`src/rtl/diff_stream_ctrl.sv`:
```
// diff_stream_ctrl: framed mod-4 differential encoder with valid/ready handshakes and a registered output stage.
// Define DIFF_STREAM_CSUM_EN to add out_csum, a running mod-4 sum of encoded digits per frame.
module diff_word #(
   parameter int N = 8
) (
   input  logic [2*N-1:0] word_i,
   output logic [2*N-1:0] diff_o
);
   for (genvar g = 0; g < N - 1; g++) begin : g_dig
      assign diff_o[2*g+:2] = word_i[2*g+:2] - word_i[2*g+2+:2];
   end
   assign diff_o[2*N-1-:2] = word_i[2*N-1-:2];
endmodule

module diff_stream_ctrl #(
   parameter int N     = 8,
   parameter int CNT_W = 16
) (
   input  logic             clk,
   input  logic             rst,
   input  logic             in_valid,
   output logic             in_ready,
   input  logic [2*N-1:0]   in_word,
   input  logic             in_sof,
   input  logic             in_eof,
   output logic             out_valid,
   input  logic             out_ready,
   output logic [2*N-1:0]   out_word,
   output logic             out_sof,
   output logic             out_eof,
   output logic [CNT_W-1:0] out_idx,
`ifdef DIFF_STREAM_CSUM_EN
   output logic [1:0]       out_csum,
`endif
   output logic             frame_err
);
   typedef enum logic {IDLE, FRAME} state_e;
   state_e           state_q, state_d;
   logic             acc, first, err_d;
   logic [1:0]       carry_q;
   logic [2*N-1:0]   diff, word_d, word_q;
   logic [CNT_W-1:0] idx_d, idx_q;
   logic             valid_q, sof_q, eof_q, err_q;

   diff_word #(.N(N)) u_diff (.word_i(in_word), .diff_o(diff));

   assign in_ready = ~rst & (~valid_q | out_ready);
   assign acc      = in_valid & in_ready;

   always_ff @(posedge clk) state_q <= rst ? IDLE : state_d;

   always_comb state_d = acc ? (in_eof ? IDLE : FRAME) : state_q;

   // A word without sof in IDLE, or with sof inside a frame, both open a fresh frame and flag an error.
   always_comb begin
      first  = (state_q == IDLE) | in_sof;
      err_d  = acc & ((state_q == IDLE) ^ in_sof);
      word_d = {first ? diff[2*N-1-:2] : diff[2*N-1-:2] - carry_q, diff[2*N-3:0]};
      idx_d  = first ? '0 : idx_q + CNT_W'(~&idx_q);
   end

   always_ff @(posedge clk) begin
      if (rst) begin
         valid_q <= 1'b0;
         word_q  <= '0;
         sof_q   <= 1'b0;
         eof_q   <= 1'b0;
         idx_q   <= '0;
         carry_q <= '0;
         err_q   <= 1'b0;
      end else begin
         if (in_ready) valid_q <= in_valid;
         if (acc) begin
            word_q  <= word_d;
            sof_q   <= first;
            eof_q   <= in_eof;
            idx_q   <= idx_d;
            carry_q <= in_word[1:0];
         end
         err_q <= err_d;
      end
   end

`ifdef DIFF_STREAM_CSUM_EN
   logic [1:0] csum_q, csum_d;
   always_comb begin
      csum_d = first ? 2'd0 : csum_q;
      for (int k = 0; k < N; k++) csum_d = csum_d + word_d[2*k+:2];
   end
   always_ff @(posedge clk) begin
      if (rst) csum_q <= '0;
      else if (acc) csum_q <= csum_d;
   end
   assign out_csum = csum_q;
`endif

   assign out_valid = valid_q;
   assign out_word  = word_q;
   assign out_sof   = sof_q;
   assign out_eof   = eof_q;
   assign out_idx   = idx_q;
   assign frame_err = err_q;
endmodule

```
`config.mk`:
```
export PLATFORM = sky130hd
export DESIGN_NAME = diff_stream_ctrl
export DESIGN_NICKNAME = d
export VERILOG_FILES = /design/src/rtl/diff_stream_ctrl.sv
export SDC_FILE = /design/constraint.sdc
export NUM_CORES = 1
export LEC_CHECK = 0
export CORE_ASPECT_RATIO = 0.9
export CORE_MARGIN = 10
export CORE_UTILIZATION = 50
export DETAILED_ROUTE_END_ITERATION = 10
export PLACE_DENSITY_LB_ADDON = 0.15
export SLEW_MARGIN = 15
export SYNTH_ARGS = -nofsm -noshare
export SYNTH_HDL_FRONTEND = slang
export SYNTH_SLANG_ARGS = --single-unit
```
`constraint.sdc`:
```
create_clock -name clk -period 3.6 [get_ports clk]
set_clock_uncertainty 0.1 [all_clocks]
set_input_delay 0.54 -clock clk [delete_from_list [all_inputs] [get_ports clk]]
set_output_delay 0.54 -clock clk [all_outputs]
set_load 0.01 [all_outputs]
```
# --- Yosys cells after proc, flatten, opt, wreduce, memory -nomap -nowiden ---
# Cells that the tools add are included.
# Widths: inputs -> output; s select.
word_totals:
  word_cells: 31
  output_inout_bits: 37
  ff_bits: 39
  in_bits: 22
classes:
  addsub: 9
  n_bitwise: 9
  reduce_logical: 2
  muxes: 3
ops:
  columns: ["op", "n"]
  rows:
  - ["$add 16x1->16", 1]
  - ["$mux 16", 1]
  - ["$reduce_and 16->1", 1]
  - ["$sub 2x2->2", 8]
  - ["$and 1x1->1", 3]
  - ["$not 1->1", 3]
  - ["$mux 2", 1]
  - ["$or 1x1->1", 2]
  - ["$logic_not 1->1", 1]
  - ["$mux 1", 1]
  - ["$xor 1x1->1", 1]

# --- Longest topological paths before layout ---
# Gate-level depths: netlist (run 1).
logic_depth:
  word_depth: 5
  depth_mapped: 9
  ltp_nobuf: 8

# --- Hierarchy ---
# From an unflattened synthesis (run 1), not the netlist that was laid out.
unflattened:
  hier_cells: 230
  hier_area_um2: 2058.2
modules_own_cells:
  columns: ["module", "instances", "area_per_inst_um2", "seq_area_each_um2", "cells_each"]
  rows:
  - ["diff_stream_ctrl", 1, 1736.7, 780.7, 200]
  - ["diff_word", 1, 321.6, 0.0, 30]

# --- Worst setup path after synthesis (run 1) ---
# Ideal clock, no wire load.
synth_path:
  path_kind: "reg-to-reg"
  startpoint: "register idx_q[1] (netlist: out_idx[1])"
  endpoint: "register idx_q[9] (netlist: out_idx[9])"
  t_required_ns: 3.385
  n_path_buf: 1
  path_stages_with_launch: 9
  t_arrival_ns: 1.875
  setup_slack_ns: 1.511
  synth_period_minus_slack_ns: 2.089
  setup_ns: 0.115
  cell_sequence: "dfxtp_1 and3_2 nand4_2 buf_6 or3_1 ha_1 nand4_1 nor3_1 o21a_1"
synth_between:
  elab_chain_cells: 4
synth_lines:
  columns: ["element", "line", "rtl"]
  rows:
  - ["start, declared", "42", "logic [CNT_W-1:0] idx_d, idx_q;"]
  - ["start signal, assigned", "77", "idx_q <= idx_d;"]
  - ["$reduce_and 16->1", "59", "idx_d = first ? '0 : idx_q + CNT_W'(~&idx_q);"]
  - ["$logic_not 1->1", "59", null]
  - ["$add 16x1->16 (*)", "59", null]
  - ["$mux 16 (*)", "59", null]
# Mark *: on every way between the ends. The rest lies on a longest branch, timed or not.
# A chain may end at the register's enable or synchronous reset.

# --- Worst setup path in the final report (run 1) ---
layout_path:
  startpoint: "input port out_ready"
  endpoint: "output port in_ready"
layout_between:
  elab_chain_cells: 2
layout_lines:
  columns: ["element", "line", "rtl"]
  rows:
  - ["start, declared", "27", "input logic out_ready,"]
  - ["$or 1x1->1", "47", "assign in_ready = ~rst & (~valid_q | out_ready);"]
  - ["$and 1x1->1", "47", null]
  - ["end, declared", "22", "output logic in_ready,"]
# Every way passes these cells.

==> flow_summary.ini, run 1 <==
[drt]
vias_per_cell = 5.14
drt-pass1-iter-count = 4
wl_um = 4580
vias = 1634
drcViolationCount = 0
drt_iter0_drc = 89
antenna_left = 0
wire_per_inst_um = 14.4

[setup_path]
max_stage_delay_ps = 490
crit_path_start_kind = input port
end_kind = primary output
cp.required_ps = 2960
cp_max_fo = 6
crit_chain = clkdlybuf4s50_1 > nor2b_1 > nor2_1 > clkdlybuf4s50_1
crit_path_frequent_cell = clkdlybuf4s50_1
reg2reg_slack_ps = 1310
arrival_ps = 1800
cp_slowest_cell = clkdlybuf4s50_1
critPathKind = in2out

[yosys]
synth_area_leader_cell = dfxtp_1
yosysSeqAreaShare_pct = 40.6
synth.most_common_cell = dfxtp_1
synthTopCellsByArea = dfxtp_1, ha_1, xor2_1, xnor2_1, nand3b_1
synth_flop_cell = dfxtp_1
syn_nets = 250
syn-cell-area_um2 = 1920
synth_top_area_share_pct = 40.6
netlist_top_cells_count = dfxtp_1, nor2_1, nand2_1
synth_warnings = 0
synth-edff-count = 0
ys_ff_latch = 39
synth_async_sr_flop_share_pct = 0
synth.distinct_cells = 35
synthCells = 217
post_synth.cell_area_avg_um2 = 8.86

[global_routing]
grt_pass1_wl_um = 7450
track_usage_pct = 13.3
grt_max_degree = 23
grt_pass1_vias = 1594
grt_overflow = 0
antenna_found_initial = 0

[clock_tree]
clock-sinks = 39
path_clk_slew_ps = 70
insertion_delay_ps = 280
cts_root_buf = clkbuf_8
clk_path_buf_depth = 2
ctsResizeCount = 0
htree_levels = 2
cts_tree = done
cts-hold-fix-buffers = 0
postCtsSetupBuffers = 0
numCtsBuffers = 5

[floorplanning]
fp-row-count = 21
die_area_um2 = 6730
num_io_pins = 59
initial_utilization_pct = 51.9
die_w_um = 85.4
coreArea_um2 = 3700
die_y_um = 78.8

[timing]
tightest_slew_ps = 623
period_minus_slack_ps = 2440
hold_violations = 0
tns_ps = 0
holdWs_ps = 358
rsz0062_at_grt = no
max_freq_mhz = 409
setup_viol = 0
fin_crit_sh_pct = 67.9
drv_slew = 0
maxSlewHeadroom_pct = 58.4

[hold_path]
hold_class = reg2reg

[layout]
area_growth_syn_to_layout_pct = 34.5
nNetsFinal = 306
drive_gt1_share_pct = 4.04
antenna_cells = 0

[power_and_ir_drop]
leakage_nw = 0.950
power.density_nw_per_um2 = 342
ir_worst_vdd_v = 0.000287

[run_status]
status = finished clean

[place]
gp_congestion = 0.778
dpl.hpwl_um = 3540
portBuffers = 58

[flow_run]
drv_cap = 0
## cells by family (layout without fill, tap and decap cells)
family | Yosys count | after routing | share of synthesized area (%)
simple gates | 81 | 81 | 23.5
fa+ha+maj | 11 | 11 | 7.16
flops | 39 | 39 | 40.6
buf+inv | 23 | 78 | 5.53
compound gates | 41 | 41 | 13.1
xor+xnor | 21 | 21 | 9.56
mux | 1 | 1 | 0.521
## metal layers
layer / vias to the layer above / track usage [%] / part of all wire [%]
li1: 870 / - / -
met1: 726 / 16.2 / 47
met2: 34 / 20.6 / 44
met3: 4 / 6.12 / 8.0
met4: 0 / 3.95 / 0.83
met5: - / 0 / 0
## worst max-delay path: cells and delay by family
kind | cells | cell delay, ps
buf+inv | 2 | 900
simple gates | 2 | 360
## area by class of cell
class / instances / area [um^2]
inverter: 12 / 45.0
timing repair buffer: 60 / 596
multi-input combinational: 155 / 1040
fill: 313 / 1120
clock buffer: 6 / 72.6
sequential: 39 / 781
tap: 46 / 57.6
## report_power, final
part           switching, mW  internal, mW  total, mW
clock                  0.136         0.129      0.265
sequential            0.0106         0.452      0.463
combinational         0.0699        0.0859      0.156
total                  0.217         0.667      0.884
## final timing paths
path                              end  cells past startpoint               startpoint
max reg2reg  out_idx[15]$_SDFFE_PP0P_                      7  out_idx[1]$_SDFFE_PP0P_
max                          in_ready                      4                out_ready
min reg2reg      state_q$_SDFFE_PP0P_                      2     state_q$_SDFFE_PP0P_
min              state_q$_SDFFE_PP0P_                      2     state_q$_SDFFE_PP0P_
## cell usage in the layout (no fill, tap or decap), types with 2 or more instances in the layout
master / netlist / layout
a211oi_1: 8 / 8
a21oi_1: 11 / 11
and2_1: 2 / 2
buf_4: 1 / 2
clkbuf_8: 0 / 5
clkdlybuf4s50_1: 0 / 58
dfxtp_1: 39 / 39
ha_1: 11 / 11
inv_1: 12 / 12
nand2_1: 15 / 15
nand2b_1: 3 / 3
nand3_1: 6 / 6
nand3b_1: 9 / 9
nand4_1: 5 / 5
nor2_1: 18 / 18
nor2b_1: 2 / 2
nor3_1: 3 / 3
o211ai_1: 2 / 2
o21a_1: 2 / 2
o21ai_0: 11 / 11
o31ai_1: 6 / 6
or3_1: 3 / 3
or4_1: 8 / 8
xnor2_1: 10 / 10
xor2_1: 11 / 11
## registers in the layout, summed over array words and instances (netlist names)
name,flops
carry_q,2
frame_err,1
out_eof,1
out_idx,16
out_sof,1
out_valid,1
out_word,16
state_q,1
## stage by stage
stage	cell area (um^2)	utilization (%)	setup WS (ps)	cells	power, mW
final	2590	69.8	1160	318	0.884
after global placement	2510	67.9	1160	312	0.628
after global routing	2590	69.8	1080	318	0.926
after CTS	2590	69.8	1140	318	0.896
after detailed placement	2510	67.9	1140	312	0.630
after floorplan	1920	-	1510	217	0.550
Note: power is estimated with default switching activity, not from simulation.
==> run 2: changes to the inputs <==
--- a/config.mk
+++ b/config.mk
@@ -7,7 +7,7 @@
 export LEC_CHECK = 0
 export CORE_ASPECT_RATIO = 0.9
 export CORE_MARGIN = 10
-export CORE_UTILIZATION = 50
+export CORE_UTILIZATION = 42
 export DETAILED_ROUTE_END_ITERATION = 10
 export PLACE_DENSITY_LB_ADDON = 0.15
 export SLEW_MARGIN = 15
==> constraint.sdc (replaced) <==
create_clock -name clk -period 2 [get_ports clk]
set_clock_uncertainty 0.1 [all_clocks]
set_input_delay 0.3 -clock clk [delete_from_list [all_inputs] [get_ports clk]]
set_output_delay 0.3 -clock clk [all_outputs]
set_load 0.01 [all_outputs]
==> flow_summary.ini, run 2 (same netlist as run 1, synthesis figures left out) <==
[global_routing]
grt_pass1_vias = 1769
grt_pass1_wl_um = 8580
grt_max_degree = 23
track_usage_pct = 13.4
antenna_found_initial = 0
grt_overflow = 0

[timing]
maxSlewHeadroom_pct = 71.9
drv_slew = 0
max_freq_mhz = 526
setup_viol = 0
tightest_slew_ps = 421
hold_violations = 0
fin_crit_sh_pct = 95.0
period_minus_slack_ps = 1900

[layout]
post-route-util_pct = 65.8
stdcell_area_um2 = 2910
final_common_cell = clkdlybuf4s50_1
antenna_cells = 0
nNetsFinal = 338
area_growth_syn_to_layout_pct = 51.5
final_cell_mix = clkdlybuf4s50_1, buf_4, dfxtp_1
drive_gt1_share_pct = 19.0

[clock_tree]
path_clk_slew_ps = 80
htree_levels = 2
clk_path_buf_depth = 2
numCtsBuffers = 5
cts_tree = done
clock-sinks = 39
cts-hold-fix-buffers = 0
insertion_delay_ps = 290
postCtsSetupBuffers = 0
cts_root_buf = clkbuf_8

[floorplanning]
coreArea_um2 = 4430
num_io_pins = 59
die_area_um2 = 7690
die_y_um = 84.2
fp-row-count = 23
die_w_um = 91.3
initial_utilization_pct = 43.4

[setup_path]
crit_path_start_kind = register
critPathKind = reg2reg
arrival_ps = 1990
cp_max_fo = 4
end_kind = register
cp.required_ps = 2090

[place]
portBuffers = 58
gp_congestion = 0.789
dpl_cell_area_um2 = 2790
dpl.hpwl_um = 3870

[drt]
wire_per_inst_um = 13.5
drt-pass1-iter-count = 4
vias = 1785
drt_iter0_drc = 58
antenna_left = 0
wl_um = 4970
drcViolationCount = 0
vias_per_cell = 4.85

[hold_path]
hold_class = reg2reg

[power_and_ir_drop]
power.density_nw_per_um2 = 566
ir_worst_vdd_v = 0.000550
leakage_nw = 1.13

[flow_run]
drv_cap = 0

[run_status]
status = finished clean
## run 2: worst max-delay path: stages (launching register included)
cell and delay [ps]:
dfxtp_2 330, and3_4 210, nand4_4 100, or3_4 400, ha_4 190, nand4_1 120
buf_4 150, nor3_2 40, o21a_1 160
## run 2: final timing paths
check	slack, ps	from	end	cells after the start
setup / recovery	100	out_idx[6]$_SDFFE_PP0P_	out_idx[9]$_SDFFE_PP0P_	8
hold / removal	360	out_eof$_SDFFE_PP0P_	out_eof$_SDFFE_PP0P_	2
setup reg to reg	100	out_idx[6]$_SDFFE_PP0P_	out_idx[9]$_SDFFE_PP0P_	8
hold reg to reg	360	out_eof$_SDFFE_PP0P_	out_eof$_SDFFE_PP0P_	2
## run 2: area by class of cell
class                   count  area (um^2)
clock buffers               7         76.3
well taps                  62         77.6
flip-flops and latches     39          790
inverters                  12         45.0
clock inverters             1         5.00
repair buffers             92          835
fillers                   413         1520
multi-input cells         155         1090
## run 2: repair_timing
item,4_1_cts,5_1_grt
endpoints found under the setup margin,2,13
pin swaps,0,4
gates resized for setup,2,8
## run 2: metrics by stage
| stage | cells | setup slack (ps) | TNS, ps | total power [mW] | hold WS [ps] |
|---|---|---|---|---|---|
| after CTS | 368 | 20.5 | 0 | 1.67 | 361 |
| after global routing | 368 | -2.45 | -2.45 | 1.74 | 394 |
| after floorplan | 217 | -3.37 | -6.30 | 0.989 | 309 |
| after global placement | 360 | -15.6 | -77.0 | 1.15 | 348 |
| final | 368 | 99.8 | 0 | 1.65 | 360 |
| after detailed placement | 360 | -72.2 | -509 | 1.16 | 344 |
## run 2: report_power, final
part / internal (mW) / total (mW) / switching [mW]
logic: 0.172 / 0.303 / 0.131
clock network: 0.245 / 0.514 / 0.269
registers: 0.814 / 0.833 / 0.0197
## run 2: layer usage
layer / part of all wire, % / global-route usage, % / up-vias
met5: 0 / 0 / -
met2: 44 / 20.4 / 34
met4: 1.2 / 4.69 / 0
met1: 49 / 17.1 / 811
li1: - / - / 932
met3: 5.9 / 4.98 / 8
==> run 3: changes to the inputs <==
--- a/config.mk
+++ b/config.mk
@@ -8,6 +8,7 @@
 export CORE_ASPECT_RATIO = 0.9
 export CORE_MARGIN = 10
 export CORE_UTILIZATION = 42
+export CTS_CLUSTER_DIAMETER = 200
 export DETAILED_ROUTE_END_ITERATION = 10
 export PLACE_DENSITY_LB_ADDON = 0.15
 export SLEW_MARGIN = 15
==> results of run 3 <==
The final DEF is identical to that of run 2; final timing and power are the same.
